===== config.mk =====
export PLATFORM = sky130hd
export DESIGN_NAME = slotmaker_config_responder
export DESIGN_NICKNAME = d
export VERILOG_FILES = /design/src/rtl/slotmaker_config_responder.sv
export SDC_FILE = /design/constraint.sdc
export NUM_CORES = 1
export LEC_CHECK = 0
export CAP_MARGIN = 20
export CORE_ASPECT_RATIO = 1.2
export CORE_MARGIN = 5
export CORE_UTILIZATION = 46
export CTS_CLUSTER_SIZE = 25
export DETAILED_ROUTE_END_ITERATION = 10
export HOLD_SLACK_MARGIN = 0.05
export PLACE_DENSITY_LB_ADDON = 0.05
export SYNTH_ARGS = -nofsm -noshare
export SYNTH_HDL_FRONTEND = slang
export SYNTH_SLANG_ARGS = --single-unit

===== constraint.sdc =====
create_clock -name clk -period 6.1 [get_ports clk]
set_input_delay 1.22 -clock clk [delete_from_list [all_inputs] [get_ports clk]]
set_output_delay 1.22 -clock clk [all_outputs]
set_load 0.1 [all_outputs]

===== src/rtl/slotmaker_config_responder.sv =====
// Responder side of the slotmaker config interface: shadow/active slot->card tables
// and a commit engine that pulses a per-slot reset for every slot whose card changes.
module slotmaker_config_responder #(
  parameter int NUM_SLOTS = 8,
  parameter int CARD_W = 8,
  parameter int RESET_CYCLES = 4,
  parameter logic [NUM_SLOTS*CARD_W-1:0] SLOT_DEFAULTS = 64'h0
) (
  input  logic                          clk,
  input  logic                          reset,
  input  logic [2:0]                    slot,
  input  logic [CARD_W-1:0]             card_i,
  input  logic                          wr,
  input  logic                          reconfig,
  output logic [CARD_W-1:0]             card_o,
  output logic [NUM_SLOTS*CARD_W-1:0]   active_cards,
  output logic [NUM_SLOTS-1:0]          slot_reset,
  output logic                          busy,
  output logic                          done
);

  typedef enum logic [2:0] {
    IDLE = 3'd0,
    CMP  = 3'd1,
    RST  = 3'd2,
    UPD  = 3'd3,
    NEXT = 3'd4,
    DONE = 3'd5
  } state_t;

  localparam logic [3:0] RST_LOAD = 4'(RESET_CYCLES - 1);
  localparam logic [2:0] LAST_IDX = 3'(NUM_SLOTS - 1);

  logic [NUM_SLOTS-1:0][CARD_W-1:0] shadow_r;
  logic [NUM_SLOTS-1:0][CARD_W-1:0] active_r;
  logic                             wr_q_r;
  state_t                           state_r;
  logic [2:0]                       idx_r;
  logic [3:0]                       cnt_r;
  logic                             pending_r;
  logic                             wr_evt_s;
  logic                             wr_cfg_s;
  logic                             cmt_req_s;
  logic [CARD_W-1:0]                upd_card_s;

  // One action per wr high period; reconfig decides table write vs commit request.
  assign wr_evt_s   = wr & ~wr_q_r;
  assign wr_cfg_s   = wr_evt_s & ~reconfig;
  assign cmt_req_s  = wr_evt_s & reconfig;
  assign active_cards = active_r;

  // UPD takes the live shadow, including a write landing on the same edge.
  always_comb begin
    upd_card_s = shadow_r[idx_r];
    if (wr_cfg_s && (slot == idx_r)) begin
      upd_card_s = card_i;
    end else begin
      upd_card_s = shadow_r[idx_r];
    end
  end

  // Shadow table, write edge detect and registered read port.
  always_ff @(posedge clk or posedge reset) begin
    if (reset) begin
      wr_q_r   <= 1'b0;
      shadow_r <= SLOT_DEFAULTS;
      card_o   <= SLOT_DEFAULTS[CARD_W-1:0];
    end else begin
      wr_q_r <= wr;
      if (wr_cfg_s) begin
        shadow_r[slot] <= card_i;
      end
      card_o <= shadow_r[slot];
    end
  end

  // Commit engine: walks every slot, resetting and updating the ones that changed.
  always_ff @(posedge clk or posedge reset) begin
    if (reset) begin
      state_r    <= IDLE;
      idx_r      <= 3'd0;
      cnt_r      <= 4'd0;
      pending_r  <= 1'b0;
      busy       <= 1'b0;
      done       <= 1'b0;
      slot_reset <= '0;
      active_r   <= SLOT_DEFAULTS;
    end else begin
      done <= 1'b0;
      if (cmt_req_s && (state_r inside {CMP, RST, UPD, NEXT})) begin
        pending_r <= 1'b1;
      end
      case (state_r)
        IDLE: begin
          if (cmt_req_s) begin
            state_r <= CMP;
            idx_r   <= 3'd0;
            busy    <= 1'b1;
          end
        end
        CMP: begin
          if (shadow_r[idx_r] != active_r[idx_r]) begin
            cnt_r              <= RST_LOAD;
            slot_reset[idx_r]  <= 1'b1;
            active_r[idx_r]    <= '0;
            state_r            <= RST;
          end else begin
            state_r <= NEXT;
          end
        end
        RST: begin
          if (cnt_r == 4'd0) begin
            slot_reset <= '0;
            state_r    <= UPD;
          end else begin
            cnt_r <= cnt_r - 4'd1;
          end
        end
        UPD: begin
          active_r[idx_r] <= upd_card_s;
          state_r         <= NEXT;
        end
        NEXT: begin
          if (idx_r == LAST_IDX) begin
            busy    <= 1'b0;
            done    <= 1'b1;
            state_r <= DONE;
          end else begin
            idx_r   <= idx_r + 3'd1;
            state_r <= CMP;
          end
        end
        DONE: begin
          // A request arriving here with one already pending folds into that single pass.
          if (pending_r || cmt_req_s) begin
            pending_r <= 1'b0;
            idx_r     <= 3'd0;
            busy      <= 1'b1;
            state_r   <= CMP;
          end else begin
            state_r <= IDLE;
          end
        end
        default: begin
          state_r    <= IDLE;
          busy       <= 1'b0;
          slot_reset <= '0;
        end
      endcase
    end
  end

endmodule


---- Yosys cells after proc, flatten, opt, wreduce, memory -nomap -nowiden ----
Cells that the tools add are included.
cells by class
  add/sub/neg operators ................... 2
  $lt $le $gt $ge ......................... 4
  equality and inequality tests ........... 15
  mux-type cells .......................... 42
  bitwise gates (word level) .............. 10
  reduce and logical (&&, ||, !) cells .... 19
operators with widths
  operator                                              count
  bitwise mux 64 bit                                    2
  case mux 64 bit (2 select lines)                      1
  binary-select mux 8 bit (select 3 bit)                3
  bitwise AND 64 bit                                    1
  2-to-1 mux 64 bit                                     1
  2-to-1 mux 8 bit                                      8
  inverter 64 bit                                       1
  demux 8 bit (select 3 bit)                            2
  case mux 8 bit (3 select lines)                       1
  2-to-1 mux 3 bit                                      7
  case mux 3 bit (6 select lines)                       1
  2-to-1 mux 1 bit                                      10
  equality test 3 bit (second input constant)           3
  case mux 3 bit (3 select lines)                       1
  < comparator 3 x 4 -> 1 bit (second input constant)   2
  2-to-1 mux 4 bit                                      2
  != test 2 bit (second input constant)                 4
  != test 8 bit                                         1
  OR 8 bit                                              1
  case mux 4 bit (2 select lines)                       1
  AND reduction 4 bit                                   2
  equality test 3 x 2 -> 1 bit (second input constant)  2
  >= comparator 3 x 1 -> 1 bit (second input constant)  2
  != test 2 x 1 -> 1 bit (second input constant)        3
  19 further kinds                                      30
word-level totals
  bits in registers ....................... 158
  logic and storage cells ................. 117

---- Depth between registers and ports, before layout ----
  word-level depth ........................ 8
  mapped depth ............................ 10
  mapped depth without buffers ............ 7

---- Least setup slack after synthesis ----
OpenSTA, ideal clock, no wires.
  path kind ............................... input port to flip-flop
  from .................................... input slot[0]
  to ...................................... register active_r (netlist bit active_cards[15])
  arrival time ............................ 3.002 ns
  data required time ...................... 6.015 ns
  path slack .............................. 3.012 ns
  stages .................................. 7
  path buffers ............................ 2
  cells stage by stage .................... clkbuf_1 xnor2_1 nand4_1 buf_2 a211oi_1 nand2_1 o21ai_0
on the way
  cells in the longest elaborated chain, start to end .. 5
ends and longest elaborated chain
  item                              line  source
  from (decl)                       11    input logic [2:0] slot,
  equality test 3 bit               55    if (wr_cfg_s && (slot == idx_r)) begin
  logical AND 1 bit                 55
  2-to-1 mux 8 bit                  55
  bitwise mux 64 bit                120   active_r[idx_r] <= upd_card_s;
  case mux 64 bit (2 select lines)  93    case (state_r)
  to (signal, indexed assignment)   120
  to (decl)                         35    logic [NUM_SLOTS-1:0][CARD_W-1:0] active_r;
No other way between the ends.
A chain may end at the register's enable or synchronous reset.

---- Worst setup path after layout ----
  from .................................... register idx_r[0]
  to ...................................... register active_r (netlist bit active_cards[53])
on the way
  cells in the longest elaborated chain, start to end .. 8
ends and longest elaborated chain
  item                                                                                               line      source
  from (decl)                                                                                        38        logic [2:0] idx_r;
  from (signal assigned)                                                                             129       idx_r <= idx_r + 3'd1;
  < comparator 3 x 4 -> 1 bit (implied by the code) or >= comparator 3 x 1 -> 1 bit (tied branches)  105, 120
  logical AND 1 bit (implied by the code)                                                            105, 120
  2-to-1 mux 8 bit (implied by the code)                                                             105, 120
  demux 8 bit (select 3 bit)                                                                         105, 120
  inverter 64 bit (no line)                                                                          -
  bitwise AND 64 bit (no line)                                                                       -
  2-to-1 mux 64 bit                                                                                  102       if (shadow_r[idx_r] != active_r[idx_r]) begin
  case mux 64 bit (2 select lines)                                                                   93
Parallel ways exist; a longest one is shown, timed or not. The select of a mux whose other input is x is not followed.

==> run summary <==
Distinct cells, synth - 38
Layout cells sized above 1 - 22.6%
Rows - 52
Max Fclk - 238 MHz
Clk buf depth - 2
Hold Path Class - reg2reg
Number of vias per cell - 5.77
Antenna violation net count after detailed routing - 0
Pin slew with the least headroom to its limit - 1.13 ns
Fin. Hold Viols - 0
Initial Util - 46.7%
Commonest non-fill, non-tap cell in the layout - dfrtp_1
CP Capture Type - flip-flop
Most frequent cells in the layout - dfrtp_1, clkdlybuf4s50_1, nand2_1
Synth warn - 0
Detailed Routing Iterations Pass 1 - 4
Crit path kind - reg2reg
Cell Area, Synth - 0.00786 mm²
H-Tree Depth - 4
WL/cell - 22.0 µm
Register bit total from synthesis - 158
Final wirelength - 21800 µm
Area of the multi-input gates - 0.00350 mm²
Syn Nets - 677
Crit start category - flip-flop
Critical path data required time - 6.42 ns
Nets - 776
Via count - 5696
Final setup skew - 0.00734 ns
Vias in the first global route - 5911
Pin count of the biggest net entering global routing - 119
# fillers - 1405
Post-synth EDFFs - 0
Number of CTS-inserted buffers - 17
LEAKAGE - 4.24 nW
Clock Tree Root - clkbuf_16
PortBufs - 96
Clock Latency Late Sink - 0.42 ns
Status - complete, no violations
Dpl hpwl - 14400 µm
Total grt overflow - 0
Syn_area_per_cell - 11.9 µm²
Relative slew slack - 24.1%
Max FO, Critical Path - 25
Seq/Total Area, Yosys - 50.3%
Max Cap Viol - 0
Number of top-level pins - 97
Clock-pin transition on the worst setup and hold timing paths - 0.06 ns
Setup TNS - 0 ns
N_diodes - 0
Routability cong. - 0.893
Clock Sink Count - 158
Max IR drop VDD - 194 µV
Die width - 129 µm
Setup violations, final - 0
Initial antenna violation count - 0
Period utilisation layout - 68.8%
Cells after synthesis - 659
Global-route wire length before repair - 34600 µm
Hold_ws - 0.492 ns
Core Region - 0.0169 mm²
Postcts setup bufs - 0
CP arrival - 4.52 ns
Vert. Die Dim - 153 µm
Setup repair after global routing missed its margin - false
Register area - 0.00396 mm²
Pwr dens - 447 mW/mm²
Main synth FF type - dfrtp_1
CTS tree - built
Hold-fix buffers at CTS - 0
Resize count post-CTS - 0
Synth-to-Final Area Change - 23.4%
1st-iter DRT viols - 497
Die area - 0.0198 mm²
Drt drc - 0
GRT Total Usage - 22.9%
Final Slew Violations - 0
Fin crit period - 4.20 ns
Synth async-reset ratio - 100%
## stage by stage
step	std cells	utilization, %	instance area [µm²]	setup WS (ns)	power [mW]
after floorplan	659	-	7860	0.617	2.81
after global placement	949	53.6	9030	1.92	3.20
after detailed placement	950	53.6	9030	1.90	3.24
after CTS	982	57.3	9650	1.88	4.36
after global routing	987	57.6	9700	1.57	4.53
final	987	57.6	9700	1.90	4.34
## cells in the mapped netlist, types with 4 or more instances
| cell type | instances | area, µm² |
|---|---|---|
| clkbuf_1 | 15 | 56.3 |
| mux4_2 | 46 | 1040 |
| inv_1 | 71 | 267 |
| xnor2_1 | 6 | 52.6 |
| a32o_1 | 8 | 80.1 |
| a31oi_1 | 8 | 50.1 |
| a211oi_1 | 8 | 60.1 |
| nor2b_1 | 5 | 31.3 |
| nand2_1 | 86 | 323 |
| nor3b_1 | 4 | 30.0 |
| mux2i_1 | 17 | 170 |
| mux2_2 | 75 | 845 |
| dfrtp_1 | 158 | 3950 |
| a21oi_1 | 6 | 30.0 |
| and3_1 | 6 | 37.5 |
| o21ai_0 | 68 | 340 |
| nor2_1 | 21 | 78.8 |
| xor2_1 | 8 | 70.1 |
| buf_4 | 5 | 37.5 |
| buf_2 | 6 | 30.0 |
## report_power, final
part | total (mW) | internal [mW] | switching [mW]
clock | 1.12 | 0.694 | 0.425
sequential | 1.46 | 1.25 | 0.215
combinational | 1.76 | 0.592 | 1.17
## logic make-up after synthesis
family | count (synthesis) | share of synthesized area [%]
flops | 158 | 50.3
mux | 140 | 26.8
buf+inv | 102 | 5.39
fa+ha+maj | 3 | 0.477
compound gates | 103 | 7.65
xor+xnor | 14 | 1.56
simple gates | 139 | 7.88
## state kept, by name, indices dropped and copies added, names as in the netlist
signal / cells
active_cards: 64
shadow_r: 64
state_r: 3
slot_reset: 8
card_o: 8
done: 1
wr_q_r: 1
idx_r: 3
pending_r: 1
busy: 1
cnt_r: 4
## layout make-up
class                           instances  area share, %
Inverter                               71           2.80
Timing Repair Buffer                  111           11.2
Sequential cell                       158           40.8
Tap cell                              216           2.78
Multi-Input combinational cell        399           36.1
Clock inverter                         11           1.70
Clock buffer                           21           4.64
## per-layer routing
layer,routed length [µm],track usage (%),up-vias
met4,380,7.15,0
met1,8860,29.3,2960
met2,11500,40.0,178
li1,-,-,2531
met3,1020,3.35,27
met5,0,0,-
## critical path, cell delays in order, from the launching register on
cell and delay [ns]:
dfrtp_2 0.93, buf_4 0.48, mux4_2 0.54, mux2i_1 0.27, xor2_1 0.13, nor4_2 0.74, a31oi_1 0.60, o21ai_0 0.38
## final timing paths
| check | start | end | slack, ns | depth (start not counted) |
|---|---|---|---|---|
| min in group asynchronous | reset | shadow_r[40] | 1.17 | 2 |
| max in group asynchronous | reset | idx_r[0] | 3.56 | 4 |
| setup reg to reg | idx_r[0] | active_cards[53] | 1.90 | 7 |
| hold / removal | slot_reset[3] | slot_reset[3] | 0.49 | 1 |
| hold reg to reg | slot_reset[3] | slot_reset[3] | 0.49 | 1 |
| setup / recovery | idx_r[0] | active_cards[53] | 1.90 | 7 |
Note: power is estimated with default switching activity, not from simulation.
